**src/rtl/keypad_pkg.sv**
```systemverilog
// Shared types and helpers for the 4x4 keypad scanner.
package keypad_pkg;

  typedef enum logic [1:0] {SCAN, DEBOUNCE, PRESSED, RELEASE} state_e;

  typedef enum logic [1:0] {ROW_NONE, ROW_SINGLE, ROW_MULTI} row_class_e;

  typedef struct packed {
    row_class_e cls;
    logic [1:0] idx;
  } row_info_t;

  localparam logic [3:0] COL_RESET = 4'b1110;

  // Classifies an active-low 4-bit vector; idx is meaningful only for ROW_SINGLE.
  function automatic row_info_t row_onehot_idx(input logic [3:0] row);
    row_info_t   info;
    int unsigned zeros;
    info.cls = ROW_NONE;
    info.idx = '0;
    zeros    = 0;
    for (int unsigned i = 0; i < 4; i++) begin
      if (!row[i]) begin
        zeros++;
        info.idx = 2'(i);
      end
    end
    if (zeros == 1)
      info.cls = ROW_SINGLE;
    else if (zeros > 1)
      info.cls = ROW_MULTI;
    return info;
  endfunction

endpackage

```
**src/rtl/keypad_scanner_sync_2ff.sv**
```systemverilog
// Two-flop synchronizer with a parameterised asynchronous reset value.
module sync_2ff #(
  parameter int unsigned          WIDTH   = 1,
  parameter logic [WIDTH-1:0]     RST_VAL = '0
) (
  input  logic             clk,
  input  logic             rst_n,
  input  logic [WIDTH-1:0] d,
  output logic [WIDTH-1:0] q
);

  logic [WIDTH-1:0] meta_q;
  logic [WIDTH-1:0] sync_q;

  always_ff @(posedge clk or negedge rst_n) begin
    if (!rst_n) begin
      meta_q <= RST_VAL;
      sync_q <= RST_VAL;
    end else begin
      meta_q <= d;
      sync_q <= meta_q;
    end
  end

  assign q = sync_q;

endmodule

```
**src/rtl/keypad_scanner.sv**
```systemverilog
// 4x4 matrix keypad scanner: column strobing, debounced press/release, one valid pulse per press.
module keypad_scanner
  import keypad_pkg::*;
#(
  parameter int unsigned SCAN_DIV       = 65000,
  parameter int unsigned DEBOUNCE_SCANS = 4
) (
  input  logic       clk,
  input  logic       rst_n,
  input  logic [3:0] row,
  output logic [3:0] col,
  output logic [3:0] key,
  output logic       key_valid,
  output logic       key_held
);

  localparam int unsigned        CNT_W      = (SCAN_DIV > 1) ? $clog2(SCAN_DIV) : 1;
  localparam int unsigned        MATCH_W    = $clog2(DEBOUNCE_SCANS + 1);
  localparam logic [CNT_W-1:0]   CNT_MAX    = CNT_W'(SCAN_DIV - 1);
  localparam logic [MATCH_W-1:0] MATCH_DONE = MATCH_W'(DEBOUNCE_SCANS);
  localparam logic [MATCH_W-1:0] MATCH_ONE  = MATCH_W'(1);

  logic [3:0]         row_s;
  row_info_t          row_info;
  logic               tick;
  logic [3:0]         col_rot;
  logic [1:0]         col_idx;
  logic [MATCH_W-1:0] match_inc;

  state_e             state_q, state_d;
  logic [CNT_W-1:0]   cnt_q, cnt_d;
  logic [MATCH_W-1:0] match_q, match_d;
  logic [3:0]         col_q, col_d;
  logic [1:0]         row_idx_q, row_idx_d;
  logic [1:0]         col_idx_q, col_idx_d;
  logic [3:0]         key_q, key_d;
  logic               key_valid_q, key_valid_d;
  logic               key_held_q, key_held_d;

  sync_2ff #(
    .WIDTH   (4),
    .RST_VAL (4'b1111)
  ) u_row_sync (
    .clk   (clk),
    .rst_n (rst_n),
    .d     (row),
    .q     (row_s)
  );

  assign row_info  = row_onehot_idx(row_s);
  assign tick      = (cnt_q == CNT_MAX);
  assign col_rot   = {col_q[2:0], col_q[3]};
  assign match_inc = match_q + MATCH_ONE;

  always_comb begin
    col_idx = '0;
    for (int unsigned i = 0; i < 4; i++) begin
      if (!col_q[i])
        col_idx = 2'(i);
    end
  end

  always_comb begin
    state_d     = state_q;
    cnt_d       = tick ? '0 : cnt_q + CNT_W'(1);
    match_d     = match_q;
    col_d       = col_q;
    row_idx_d   = row_idx_q;
    col_idx_d   = col_idx_q;
    key_d       = key_q;
    key_valid_d = 1'b0;
    key_held_d  = key_held_q;

    if (tick) begin
      case (state_q)
        SCAN: begin
          if (row_info.cls == ROW_SINGLE) begin
            row_idx_d = row_info.idx;
            col_idx_d = col_idx;
            match_d   = MATCH_ONE;
            state_d   = DEBOUNCE;
          end else begin
            col_d = col_rot;
          end
        end
        DEBOUNCE: begin
          if (row_info.cls == ROW_SINGLE && row_info.idx == row_idx_q) begin
            match_d = match_inc;
            if (match_inc == MATCH_DONE) begin
              key_d       = {row_idx_q, col_idx_q};
              key_valid_d = 1'b1;
              key_held_d  = 1'b1;
              state_d     = PRESSED;
            end
          end else begin
            match_d = '0;
            col_d   = col_rot;
            state_d = SCAN;
          end
        end
        PRESSED: begin
          if (row_info.cls == ROW_NONE) begin
            match_d = MATCH_ONE;
            state_d = RELEASE;
          end
        end
        RELEASE: begin
          if (row_info.cls == ROW_NONE) begin
            match_d = match_inc;
            if (match_inc == MATCH_DONE) begin
              match_d    = '0;
              key_held_d = 1'b0;
              col_d      = col_rot;
              state_d    = SCAN;
            end
          end else begin
            // Row activity during release is bounce: resume holding without a new pulse.
            state_d = PRESSED;
          end
        end
        default: state_d = SCAN;
      endcase
    end
  end

  always_ff @(posedge clk or negedge rst_n) begin
    if (!rst_n) begin
      state_q     <= SCAN;
      cnt_q       <= '0;
      match_q     <= '0;
      col_q       <= COL_RESET;
      row_idx_q   <= '0;
      col_idx_q   <= '0;
      key_q       <= '0;
      key_valid_q <= 1'b0;
      key_held_q  <= 1'b0;
    end else begin
      state_q     <= state_d;
      cnt_q       <= cnt_d;
      match_q     <= match_d;
      col_q       <= col_d;
      row_idx_q   <= row_idx_d;
      col_idx_q   <= col_idx_d;
      key_q       <= key_d;
      key_valid_q <= key_valid_d;
      key_held_q  <= key_held_d;
    end
  end

  assign col       = col_q;
  assign key       = key_q;
  assign key_valid = key_valid_q;
  assign key_held  = key_held_q;

endmodule

```
**config.mk**
```make
export PLATFORM = sky130hd
export DESIGN_NAME = keypad_scanner
export DESIGN_NICKNAME = d
export VERILOG_FILES = /design/src/rtl/keypad_pkg.sv /design/src/rtl/keypad_scanner_sync_2ff.sv /design/src/rtl/keypad_scanner.sv
export SDC_FILE = /design/constraint.sdc
export NUM_CORES = 1
export LEC_CHECK = 0
export BUFFER_PORTS_ARGS = -buffer_cell sky130_fd_sc_hd__buf_2
export CAP_MARGIN = 20
export CORE_ASPECT_RATIO = 0.5
export CORE_MARGIN = 4
export CORE_UTILIZATION = 35
export CTS_CLUSTER_SIZE = 30
export DETAILED_ROUTE_END_ITERATION = 8
export PLACE_DENSITY_LB_ADDON = 0.25
export SLEW_MARGIN = 0
export SYNTH_ARGS = -nofsm -noshare
export SYNTH_HDL_FRONTEND = slang
export SYNTH_SLANG_ARGS = --single-unit
```
**constraint.sdc**
```tcl
create_clock -name clk -period 2.6 [get_ports clk]
set_input_delay 0.26 -clock clk [delete_from_list [all_inputs] [get_ports clk]]
set_output_delay 0.26 -clock clk [all_outputs]
set_load 0.005 [all_outputs]
```
==> results.yml <==
run_status:
  outcome: "finished, final reports clean"
logic_synthesis:
  synth_area_leader_cell: "sky130_fd_sc_hd__dfrtp_1"
  post_synth_instance_area_um2: 2227
  synth_compound_gate_area_share_pct: 10.56
  synth_sequential_area_ratio_pct: 48.93
  top_ff_cell_synth: "sky130_fd_sc_hd__dfrtp_1"
  synth.top_cells.by_area: "sky130_fd_sc_hd__dfrtp_1 36%, sky130_fd_sc_hd__dfstp_2 13%, sky130_fd_sc_hd__mux2_2 5.6%"
  ys.warnings.count: 0
  netlist_instances: 203
  synth_fp_nets: 216
  yosys.area_share.adder_pct: 3.933
  largest_family_of_logic_cells_by_synthesized_area: "simple AND/OR/NAND/NOR gates"
  synthXorXnorAreaFrac_pct: 7.472
  number_of_flops_mapped_to_enable_cells_by_yosys: 0
  async_set_or_reset_flop_fraction_in_the_synthesized_netlist_pct: 100.0
  synth.mux.area_fraction_pct: 6.910
  synth.lib_cells_used.distinct: 50
  synth_simple_gate_area_share_pct: 18.71
  synth-seq-cells: 43
  synth_area_per_cell_um2: 10.97
  yosysTopAreaCellShare_pct: 35.96
cts:
  tritoncts_num_sinks: 43
  cts.path.max_buffers: 2
  clock-root-buffer: "sky130_fd_sc_hd__clkbuf_16"
  worst_skew_pair.late_latency_ns: 0.29
  clk_transition_reported_paths_ns: 0.06
  clock_tree.htree_level_count: 2
  cts_buffers: 5
  cts_tree: "yes"
  number_of_hold_repair_buffers_added_at_the_cts_stage: 0
finish:
  fin_nets: 245
  area.sequential_um2: 1090
  layout-area-overhead-vs-synth_pct: 22.47
  number_of_diodes: 0
  n_fill_cell: 577
  final_design_area_no_fill_um2: 2728
  mostFrequentLayoutCell: "sky130_fd_sc_hd__dfrtp_1"
  final_layout_size_suffix_gt1_share_pct: 33.05
  layout_common_cells: "32 x sky130_fd_sc_hd__dfrtp_1, 15 x sky130_fd_sc_hd__nor2_1, 15 x sky130_fd_sc_hd__buf_2"
  footprint_of_the_multi_input_gates_um2: 1145
floorplan:
  die_height_um: 64.41
  initial_utilization_pct: 36.48
  die_width_um: 120.8
  die_area_um2: 7781
  coreArea_um2: 6106
  placementRows: 20
  design.portCount: 16
power_and_ir_drop:
  worst_ir_drop_vdd_mv: 0.2677
  power_mw: 1.565
  power.density_cell_area_nw_per_um2: 573.8
  total_leakage_power_nw: 1.205
setup_path:
  timing.critical_path.to_type: "flip-flop"
  critical_path_class: "flip-flop to flip-flop"
  critPathArrivalTime_ns: 2.73
  critical_path.startpoint_type: "flip-flop"
  worst_ep_required_ns: 2.77
  cp_max_fo: 4
placement:
  io_buffer_count: 15
  gp_routability_congestion: 0.8222
  dp_hpwl_mm: 3.078
  postPlaceCellArea_um2: 2461
route:
  routed_via_density: 5.059
  antenna_left: 0
  dr_total_vias: 1624
  drt-pass1-iter-count: 4
  drt_iter0_markers: 74
  drc_errors: 0
  wl_per_cell_um: 13.69
  totalWireLength_mm: 4.395
timing:
  period_share_pct: 98.13
  timing_hold_violations_final: 0
  hold-worst-slack_ns: 0.06939
  worst_pin_slew_ns: 0.9172
  finalClockSkew_ns: 0.005140
  max_clock_freq_mhz: 392.0
  unrepaired_setup_endpoints_after_global_routing: "true"
  setup-violations-final: 0
  timing_max_transition_violations_final: 0
  period_needed_ns: 2.551
  maxSlewHeadroom_pct: 38.85
global_route:
  grt_antenna_before_repair: 0
  overflow: 0
  number_of_global_route_vias_before_repair: 1632
  grt_pass1_wl_mm: 7.707
  total_routing_usage_reported_by_global_routing_pct: 12.45
  maximum_number_of_pins_on_one_net_before_global_route_repair: 44
flow_run:
  max_cap_violations: 0
min_path:
  hold_class: "input port to flip-flop"
## flip-flops by register name (all words and copies together), names as in the netlist
name               cells
cnt_q                 16
col                    4
key                    4
u_row_sync.meta_q      4
u_row_sync.q           4
match_q                3
col_idx_q              2
row_idx_q              2
state_q                2
key_held               1
key_valid              1
## metrics by stage
stage	instances	setup WS (ns)	util, %	TNS [ns]
after floorplan	203	0.002007	-	0
after global placement	311	0.04616	40.31	0
after detailed placement	311	-0.02637	40.31	-0.02808
after CTS	321	0.02655	44.26	0
after global routing	321	-0.03185	44.67	-0.2141
final	321	0.04875	44.67	0
## kinds of logic (layout without fill, tap and decap cells)
logic type                 Yosys count  in the layout
buffers and inverters               18             48
xor gates and xnor gates            16             16
DFF                                 43             43
adders and majority gates            7              7
and+or+nand+nor                     74             74
muxes                               14             14
AOI/OAI and AO/OA                   31             31
## layer usage
metal	vias up	routed length [um]	global-route usage, %
li1	788	-	-
met1	803	2128	16.44
met2	24	2022	19.39
met3	9	154	4.067
met4	0	90	4.096
met5	-	0	0
## cells in the mapped netlist (all sizes together) (3+ instances only)
| cell type | n |
|---|---|
| nand3 | 10 |
| a21o | 3 |
| dfrtp | 32 |
| inv | 13 |
| o21ai | 9 |
| nand2 | 11 |
| ha | 7 |
| dfstp | 11 |
| xnor2 | 14 |
| buf | 4 |
| mux2i | 3 |
| a31oi | 3 |
| and3 | 5 |
| mux2 | 11 |
| nor3 | 8 |
| nor2 | 16 |
| nand4 | 7 |
## power breakdown
group / switching, mW / internal [mW]
registers: 0.00699 / 0.681
logic: 0.0867 / 0.0696
clock network: 0.268 / 0.453
total: 0.362 / 1.20
## worst max-delay path, stage by stage, from the launching register on
cell and delay [ns]:
sky130_fd_sc_hd__dfstp_2 0.37, sky130_fd_sc_hd__buf_4 0.13, sky130_fd_sc_hd__ha_1 0.16, sky130_fd_sc_hd__or2_2 0.35, sky130_fd_sc_hd__nand2_2 0.09, sky130_fd_sc_hd__ha_4 0.15, sky130_fd_sc_hd__nand2b_4 0.06, sky130_fd_sc_hd__xor2_2 0.17
sky130_fd_sc_hd__o41ai_4 0.42, sky130_fd_sc_hd__o2111ai_4 0.21, sky130_fd_sc_hd__mux2_4 0.34
## timing repair
item                                    CTS  global route
setup buffers                             2             0
gates resized for setup                   9             3
cloned                                    0             0
hold endpoints to repair                  0             0
endpoints found under the setup margin    8            12
pin swaps                                 3             1
## path summary, 6_finish.rpt
path,start,to,slack (ns),depth (start not counted)
min in group asynchronous,rst_n,match_q[2]$_DFFE_PN0P_,0.11,1
setup / recovery,u_row_sync.q[1]$_DFF_PN1_,col[0]$_DFFE_PN0P_,0.05,10
setup reg to reg,u_row_sync.q[1]$_DFF_PN1_,col[0]$_DFFE_PN0P_,0.05,10
hold reg to reg,u_row_sync.meta_q[1]$_DFF_PN1_,u_row_sync.q[1]$_DFF_PN1_,0.36,0
max in group asynchronous,rst_n,key[1]$_DFFE_PN0P_,1.92,1
hold / removal,row[1],u_row_sync.meta_q[1]$_DFF_PN1_,0.07,1
## cell type report
type	count	area share, %
flip-flops and latches	43	39.95
repair buffers	27	6.055
well taps	88	4.037
multi-input cells	142	41.97
clock inverters	3	1.606
clock buffers	5	4.587
inverters	13	1.789
No activity file was read; power rests on OpenSTA's default activity.
